`config.mk`:
```
export PLATFORM = sky130hd
export DESIGN_NAME = tdc_therm_capture
export DESIGN_NICKNAME = d
export VERILOG_FILES = /design/src/rtl/tdc_therm_capture.sv
export SDC_FILE = /design/constraint.sdc
export NUM_CORES = 1
export LEC_CHECK = 0
export CAP_MARGIN = 0
export CORE_UTILIZATION = 53
export DETAILED_ROUTE_END_ITERATION = 12
export PLACE_DENSITY = 0.76
export SKIP_LAST_GASP = 1
export SLEW_MARGIN = 20
export SYNTH_ARGS = -nofsm -noshare
export SYNTH_HDL_FRONTEND = slang
export SYNTH_SLANG_ARGS = --single-unit
```
`constraint.sdc`:
```
create_clock -name clk -period 6.4 [get_ports clk]
set_clock_uncertainty 0.1 [all_clocks]
set_input_delay 0.96 -clock clk [delete_from_list [all_inputs] [get_ports clk]]
set_output_delay 0.96 -clock clk [all_outputs]
set_load 0.02 [all_outputs]
```
`src/rtl/tdc_therm_capture.sv`:
```
// TDC thermometer capture, resync, bubble correction and encode.
// One measurement in flight; result offered on a valid/ready handshake.
module tdc_therm_capture #(
    parameter int N             = 64,
    parameter int CAPTURE_DELAY = 1,
    parameter int CW            = $clog2(N + 1)
) (
    input  logic          clk,
    input  logic          rst_n,
    input  logic          start_i,
    input  logic [N-1:0]  dl_out_i,
    output logic          busy_o,
    output logic          valid_o,
    input  logic          ready_i,
    output logic [CW-1:0] count_o,
    output logic          overflow_o,
    output logic          underflow_o,
    output logic          bubble_o
);

    typedef enum logic [1:0] {
        S_IDLE,
        S_WAIT,
        S_PIPE,
        S_HOLD
    } state_t;

    localparam logic [3:0] DLY_INIT = 4'(CAPTURE_DELAY - 1);

    state_t         state_q;
    state_t         state_d;
    logic [3:0]     dly_q;
    logic [1:0]     pipe_q;
    logic [N-1:0]   s1_q;
    logic [N-1:0]   s2_q;
    logic [N-1:0]   t_q;
    logic [CW-1:0]  count_q;
    logic           ovf_q;
    logic           unf_q;
    logic           bub_q;

    logic           do_start;
    logic           do_sample;
    logic           do_resync;
    logic           do_correct;
    logic           do_encode;
    logic           do_handoff;

    // Majority-of-three across neighbours; below tap 0 reads 1, above tap N-1 reads 0.
    function automatic logic [N-1:0] bubble_correct(input logic [N-1:0] v);
        logic [N+1:0] e;
        logic [N-1:0] r;
        e = {1'b0, v, 1'b1};
        r = '0;
        for (int i = 0; i < N; i++) begin
            r[i] = (e[i] & e[i+1]) | (e[i] & e[i+2]) | (e[i+1] & e[i+2]);
        end
        return r;
    endfunction

    function automatic logic [CW-1:0] popcount(input logic [N-1:0] v);
        logic [CW-1:0] c;
        c = '0;
        for (int i = 0; i < N; i++) begin
            c = c + CW'(v[i]);
        end
        return c;
    endfunction

    // A 0 directly below a 1 means the vector is not a clean thermometer.
    function automatic logic has_bubble(input logic [N-1:0] v);
        logic b;
        b = 1'b0;
        for (int i = 0; i < N - 1; i++) begin
            b = b | (~v[i] & v[i+1]);
        end
        return b;
    endfunction

    assign do_start   = (state_q == S_IDLE) && start_i;
    assign do_sample  = (state_q == S_WAIT) && (dly_q == 4'd0);
    assign do_resync  = (state_q == S_PIPE) && (pipe_q == 2'd2);
    assign do_correct = (state_q == S_PIPE) && (pipe_q == 2'd1);
    assign do_encode  = (state_q == S_PIPE) && (pipe_q == 2'd0);
    assign do_handoff = (state_q == S_HOLD) && ready_i;

    // State register.
    always_ff @(posedge clk or negedge rst_n) begin
        if (!rst_n) begin
            state_q <= S_IDLE;
        end else begin
            state_q <= state_d;
        end
    end

    // Next-state logic; start is only honoured from IDLE.
    always_comb begin
        state_d = state_q;
        unique case (state_q)
            S_IDLE: if (do_start)   state_d = S_WAIT;
            S_WAIT: if (do_sample)  state_d = S_PIPE;
            S_PIPE: if (do_encode)  state_d = S_HOLD;
            S_HOLD: if (do_handoff) state_d = S_IDLE;
            default:                state_d = S_IDLE;
        endcase
    end

    // Capture-delay and pipeline step counters.
    always_ff @(posedge clk or negedge rst_n) begin
        if (!rst_n) begin
            dly_q  <= '0;
            pipe_q <= '0;
        end else begin
            if (do_start) begin
                dly_q <= DLY_INIT;
            end else if (state_q == S_WAIT && dly_q != 4'd0) begin
                dly_q <= dly_q - 4'd1;
            end
            if (do_sample) begin
                pipe_q <= 2'd2;
            end else if (state_q == S_PIPE && pipe_q != 2'd0) begin
                pipe_q <= pipe_q - 2'd1;
            end
        end
    end

    // Asynchronous sample flop; the only flop that sees the delay line.
    always_ff @(posedge clk or negedge rst_n) begin
        if (!rst_n) begin
            s1_q <= '0;
        end else if (do_sample) begin
            s1_q <= dl_out_i;
        end
    end

    // Metastability resolution stage; sole reader of s1.
    always_ff @(posedge clk or negedge rst_n) begin
        if (!rst_n) begin
            s2_q <= '0;
        end else if (do_resync) begin
            s2_q <= s1_q;
        end
    end

    // Bubble-corrected thermometer.
    always_ff @(posedge clk or negedge rst_n) begin
        if (!rst_n) begin
            t_q <= '0;
        end else if (do_correct) begin
            t_q <= bubble_correct(s2_q);
        end
    end

    // Encoded count and flags, held until the next measurement.
    always_ff @(posedge clk or negedge rst_n) begin
        if (!rst_n) begin
            count_q <= '0;
            ovf_q   <= 1'b0;
            unf_q   <= 1'b0;
            bub_q   <= 1'b0;
        end else if (do_encode) begin
            count_q <= popcount(t_q);
            ovf_q   <= &t_q;
            unf_q   <= ~|t_q;
            bub_q   <= has_bubble(t_q);
        end
    end

    assign busy_o      = (state_q != S_IDLE);
    assign valid_o     = (state_q == S_HOLD);
    assign count_o     = count_q;
    assign overflow_o  = ovf_q;
    assign underflow_o = unf_q;
    assign bubble_o    = bub_q;

endmodule

```
### After elaboration in Yosys (flattened, before gate mapping)

Index checks and enable logic that the tools add are counted.

* logic and storage cells: 552
* bits of input ports: 68
* bits in registers: 210
* output and inout bits: 12

* bitwise gates (word level): 439
* mux-type cells: 9
* add/subtract/negate cells: 65
* reductions and logical operators: 20
* equal/unequal tests: 9

Operators by type and width (count)
* $add 7x1->7: 57
* $and 1x1->1: 188
* $or 1x1->1: 188
* $reduce_and 64->1: 1
* $reduce_or 64->1: 1
* $not 1->1: 63
* $mux 2: 6
* $logic_and 1x1->1: 8
* $mux 4: 2
* $pmux 2 s4: 1
* $reduce_bool 2->1: 4
* $add 6x1->7: 1
* $add 5x1->6: 1
* $eq 2x2->1 const B: 3
* $ne 2x2->1 const B: 3
* $add 4x1->5: 1
* $add 3x1->4: 1
* $eq 2x1->1 const B: 2
* $logic_not 2->1: 2
* $logic_not 4->1: 1
* $reduce_and 4->1: 1
* $reduce_bool 4->1: 1
* $sub 4x1->4 const B: 1
* $add 2x1->3: 1
* 4 further kinds: 4

### Logic depth before layout (Yosys ltp)

Gate-level depths: netlist of the first run.

* word-level depth: 64
* mapped depth: 22
* gate-level depth less buffers: 22

### Worst setup path before layout of the first run

Ideal clock, no wire load.

* kind: reg2reg
* start point: reg t_q[59]
* end point: reg count_q[5] (netlist: count_o[5])
* setup time: 0.131 ns
* setup slack: 0.343 ns
* required time: 6.169 ns
* clock period less this slack: 6.057 ns
* arrival time: 5.826 ns
* buffers on the path: 0
* stages on the path, launching flop included: 19
* cells stage by stage: dfrtp_1 fa_1 fa_1 fa_1 inv_1 fa_1 inv_1 fa_1 inv_1 fa_1 fa_1 fa_1 inv_1 ha_1 a21o_1 a21o_1 a21oi_1 nor4b_1 or3_1

* longest elaborated chain between the ends: 5

Ends and longest elaborated chain
* from (decl): line 36 `logic [N-1:0] t_q;`
* from (signal assigned): line 150 `t_q <= bubble_correct(s2_q);`
* $add 7x1->7 (5 in series): line 65 `c = c + CW'(v[i]);`
* to (signal assigned): line 162 `count_q <= popcount(t_q);`
* to (decl): line 37 `logic [CW-1:0] count_q;`

No other way between the ends.
A chain may end at the register's enable or synchronous reset.

### Final worst setup path of the first run

* start point: reg t_q[61]
* end point: reg count_q[5] (netlist: count_o[5])

* longest elaborated chain between the ends: 3

Ends and longest elaborated chain (line)
* $add 7x1->7 (3 in series): 65

No other way between the ends.

==> results of run 1 <==
state kept, by name, summed over array words and instances, names as in the netlist:
| signal | flops |
|---|---|
| bubble_o | 1 |
| pipe_q | 2 |
| s2_q | 64 |
| state_q | 2 |
| s1_q | 64 |
| t_q | 64 |
| dly_q | 4 |
| overflow_o | 1 |
| underflow_o | 1 |
| count_o | 7 |
layer usage:
layer	GRT usage, %	wire (um)
met5	0	0
met1	33.0	10300
met4	6.98	611
met3	4.54	1360
met2	39.1	11100
metrics by stage:
stage | cells | TNS [ps] | setup slack, ps
after floorplan | 939 | 0 | 343
after global placement | 1273 | 0 | 166
after detailed placement | 1273 | 0 | 110
after CTS | 1314 | 0 | 78.5
after global routing | 1316 | -4.42 | -4.42
final | 1316 | 0 | 221
worst paths after layout:
kind / from / to / slack, ps / depth (start not counted)
setup / recovery: t_q[61] / count_o[5] / 220 / 18
hold / removal: rst_n / s1_q[62] / 390 / 1
setup reg to reg: t_q[61] / count_o[5] / 220 / 18
hold reg to reg: count_o[4] / count_o[4] / 390 / 2
max in group asynchronous: rst_n / pipe_q[1] / 4430 / 2
min in group clk: count_o[4] / count_o[4] / 390 / 2
cell usage in the layout (no fill, tap or decap), types with 6 or more instances in the layout:
cell and n:
buf_4 21, nor2_1 53, o31ai_1 63, inv_1 84, o21ai_0 33, nor3_1 6, ha_1 26, mux2_2 129
nand2_1 99, clkdlybuf4s50_1 78, fa_1 54, dfrtp_1 208, nand4_1 18, a21oi_1 72, clkbuf_16 23, nor4_1 20
worst max-delay path, stage by stage (launching register included):
cell and delay (ps):
dfrtp_2 450, fa_1 490, fa_1 440, fa_1 520
inv_1 60, fa_1 500, inv_1 50, fa_1 530
inv_1 60, fa_1 500, fa_1 510, fa_1 540
inv_1 50, ha_1 280, a21o_1 150, a21o_1 210
a21oi_2 170, nor4b_1 70, or3_1 370
layout make-up:
type	instances	area, um2
fillers	1611	7020
flip-flops and latches	210	5260
multi-input cells	616	5040
repair buffers	100	952
clock buffers	30	632
well taps	265	332
inverters	84	315
clock inverters	11	106
repair_timing:
action | 4_1_cts | 5_1_grt
gates resized for setup | 0 | 4
endpoints found under the setup margin | 0 | 2
hold endpoints to repair | 0 | 0
setup buffers | 0 | 2
logic make-up after synthesis:
group / after synthesis
xor gates and xnor gates: 6
muxes: 129
adders and majority gates: 80
AOI/OAI and AO/OA: 184
buffers and inverters: 113
DFF: 210
and+or+nand+nor: 217
==> run metrics, run 1 <==
Post-Synth Adder-Cell Area=13.1%; CTS Hold Bufs=0; most frequent cell after synthesis=dfrtp_1; Remaining DRCs=0; fin nets=1183; compound-gate portion of the synthesized area=10.6%; DP Wirelength=17100 um; Wirelength per Cell=17.8 um; Syn. warnings=0; area grow syn2layout=17.5%; leading area contributor after synthesis=dfrtp_1; WP data required=6690 ps; final wirelength=23400 um; Max-slew headroom=40.2%; Worst Path Class, Setup=register to register; Hold Crit Class=input port to async pin; synthesized area=0.0108 mm2; number of synthesized flops with an enable pin=0; Rows=51; Core Footprint=0.0197 mm2; H-tree Lvls=1; CP endpoint kind=register; Slew @ Worst Pin=897 ps; final worst-path cycle share=96.6%; ratio of cells with drive above 1 in the final layout=18.7%; gr ovfl total=0; status=finished, final reports clean; Synth Instances=939; hold_ws=388 ps; Post-Synth XOR/XNOR Area=0.488%; final setup fails=0; post-route core utilization=64.3%; diode count=0; CTS tree=yes; first-pass GRT wire length=38600 um; number of max-cap violations=0; Mapped Nets=1087; vias in the first global route=7402; Final Hold Violating Endpoints=0; largest family of logic cells by synthesized area=multiplexers; # IOs=80; synthesized area per cell=11.5 um2; asr flop ratio synth=100%; crit path DAT=6470 ps; Final ANT Viol Nets=0; worst skew pair latency=520 ps; pin count of the biggest net entering global routing=85; GRT Util Overall=24.1%; Distinct cells, synth=43; min Tclk post-route=6180 ps; post-synthesis mux area share=13.5%; CTS Buf Count=23; Synth Flop Type=dfrtp_1; Via Count=7359; fmax=162 MHz; sequential fraction of the synthesis area=48.8%; IO buf count=79; Startpoint Class=register; Die X-Extent=144 um; Die H=144 um; design area=0.0126 mm2; Synth area leaders=dfrtp_1 49%, mux2_2 14%, fa_1 10%; die area=0.0209 mm2; Initial Util=54.7%; DR vias/cell=5.59; clk sinks=210; First DRT Iteration DRCs=339; Max FO, Critical Path=6; Post-synth top cells=210 x dfrtp_1, 129 x mux2_2, 101 x nand2_1, 84 x inv_1, 73 x a21oi_1; #FFs+latches synth=210; post-placement cell area=0.0119 mm2; initial antenna violation count=0; Clock Tree Buf Depth=3; Slew Limit Fails=0; Worst-path clk slew=60 ps; Post-Synth Simple-Gate Area=9.11%; global placer's final weighted congestion=0.950; CTS Root Cell=clkbuf_16; drt first pass iters=5; share of the synthesized area in the top cell type=48.8%
Power of run 1 is not shown: default switching activity piles up to over one toggle a cycle in this logic, so the estimate is an artifact.
==> run 2: changes to the inputs <==
--- a/config.mk
+++ b/config.mk
@@ -6,9 +6,11 @@
 export NUM_CORES = 1
 export LEC_CHECK = 0
 export CAP_MARGIN = 0
+export CORE_MARGIN = 5
 export CORE_UTILIZATION = 53
 export DETAILED_ROUTE_END_ITERATION = 12
 export PLACE_DENSITY = 0.76
+export SETUP_SLACK_MARGIN = 0.05
 export SKIP_LAST_GASP = 1
 export SLEW_MARGIN = 20
 export SYNTH_ARGS = -nofsm -noshare
==> run metrics, run 2 (synthesis gave the netlist of run 1 again) <==
status=finished, final reports clean; fin nets=1181 (-0.17%); Hold Crit Class=register to register; IO buf count=79 (unchanged); first-pass GRT wire length=38500 um (-0.25%); commonest non-fill, non-tap cell in the layout=dfrtp_1; Slew @ Worst Pin=875 ps (-21.5 ps); Worst Path Class, Setup=register to register; worst skew pair latency=520 ps (about the same); Setup Total Neg Slack=0 ps (unchanged); Initial Util=53.5% (-1.2 points); die area=0.0232 mm2 (+11%); CTS tree=yes; diode count=0 (unchanged); WHS Endpoint=count_o[4]; WHS Path Cells=2; Core Footprint=0.0201 mm2 (+2.3%); number of max-cap violations=0 (unchanged); H-tree Lvls=1 (unchanged); ratio of cells with drive above 1 in the final layout=19.5% (+0.72 points); vias in the first global route=7269 (-1.8%); WP data required=6690 ps (about the same); # IOs=80 (unchanged); Worst-path clk slew=60 ps (about the same); min Tclk post-route=6160 ps (-17.5 ps); reg2reg path depth=20 (+2); First DRT Iteration DRCs=396 (+17%); Clock Tree Buf Depth=3 (unchanged); worst r2r dst=count_o[5]; Die H=152 um (+5.5%); fmax=162 MHz (+0.28%); commonest non-fill, non-tap cells in the layout=205 x dfrtp_1, 129 x mux2_2, 99 x nand2_1; HP Start=count_o[4]; global placer's final weighted congestion=0.941 (-0.91%); crit path DAT=6450 ps (-20 ps); CTS Root Cell=clkbuf_16; DR vias/cell=5.58 (-0.21%); final wirelength=23200 um (-0.99%); Final ANT Viol Nets=0 (unchanged); DP Wirelength=16800 um (-1.7%); Max-slew headroom=41.6% (+1.4 points); Wirelength per Cell=17.6 um (-1.1%); final worst-path cycle share=96.3% (-0.27 points); Rows=52 (+2.0%); Max FO, Critical Path=5 (-1); RSZ-0062 raised after global routing=yes; clk sinks=210 (unchanged); Die X-Extent=152 um (+5.5%); final setup fails=0 (unchanged); Final Hold Violating Endpoints=0 (unchanged); R2R Setup Slk=240 ps (+20 ps); CP endpoint kind=register; area grow syn2layout=18.6%; GRT Util Overall=20.0% (-4.1 points); r2r startpoint=t_q[55]; Slew Limit Fails=0 (unchanged); biggest regs=s1_q x64, s2_q x64, t_q x64; Remaining DRCs=0 (unchanged); initial antenna violation count=0 (unchanged); CTS Buf Count=23 (unchanged); drt first pass iters=5 (unchanged); gr ovfl total=0 (unchanged); # fillers=1549 (-3.8%); Startpoint Class=register; Via Count=7355 (-0.054%); pin count of the biggest net entering global routing=129 (+52%)
run 2: cell type report:
type                       instances  area, um2  share of cell area, %
clock buffer                      32        679                   5.32
clock inverter                     8        165                   1.29
inverter                          84        315                   2.47
multi-input combinational        616       5060                   39.6
sequential                       210       5260                   41.2
tap                              270        338                   2.65
timing repair buffer              98        945                   7.40
run 2: worst max-delay path by stage:
stage,start,end,depth (start not counted)
global route,t_q[55],count_o[5],20
global placement,t_q[61],count_o[5],18
finish,t_q[55],count_o[5],20
floorplan,t_q[59],count_o[5],18
detailed placement,t_q[61],count_o[5],18
CTS,t_q[29],count_o[5],20
run 2: stage by stage:
stage	hold WS [ps]	cells	area, um2	util [%]	worst slack (ps)
2_1_floorplan	377	939	10800	-	343
3_3_place_gp	361	1275	11900	59.0	204
3_5_place_dp	365	1275	11900	59.0	120
4_1_cts	379	1315	12700	63.2	131
5_1_grt	401	1318	12800	63.5	6.14
6_report	372	1318	12800	63.5	238
run 2: worst max-delay path, stage by stage (launching register included):
cell     delay [ps]
dfrtp_2         440
fa_1            510
fa_2            540
inv_1            50
fa_1            470
inv_1            60
fa_1            500
inv_1            50
fa_1            480
inv_1            50
fa_1            490
inv_1            50
fa_1            380
fa_1            580
inv_1            50
ha_1            290
a21o_1          150
a21o_1          200
a21oi_2         150
nor4b_1          60
or3_1           390
run 2: repair_timing:
| action | in CTS | in global routing |
|---|---|---|
| buffers inserted | 0 | 3 |
| gates resized for setup | 0 | 13 |
| hold buffers | 0 | 0 |
| endpoints found under the setup margin | 0 | 3 |
run 2: metal layers:
metal	track usage, %	share of wire, %	vias up
li1	-	-	3463
met4	5.09	2.2	0
met2	31.8	47	180
met3	3.38	5.4	35
met1	29.1	45	3677
met5	0	0	-
Power of run 2 is left out for the same reason.
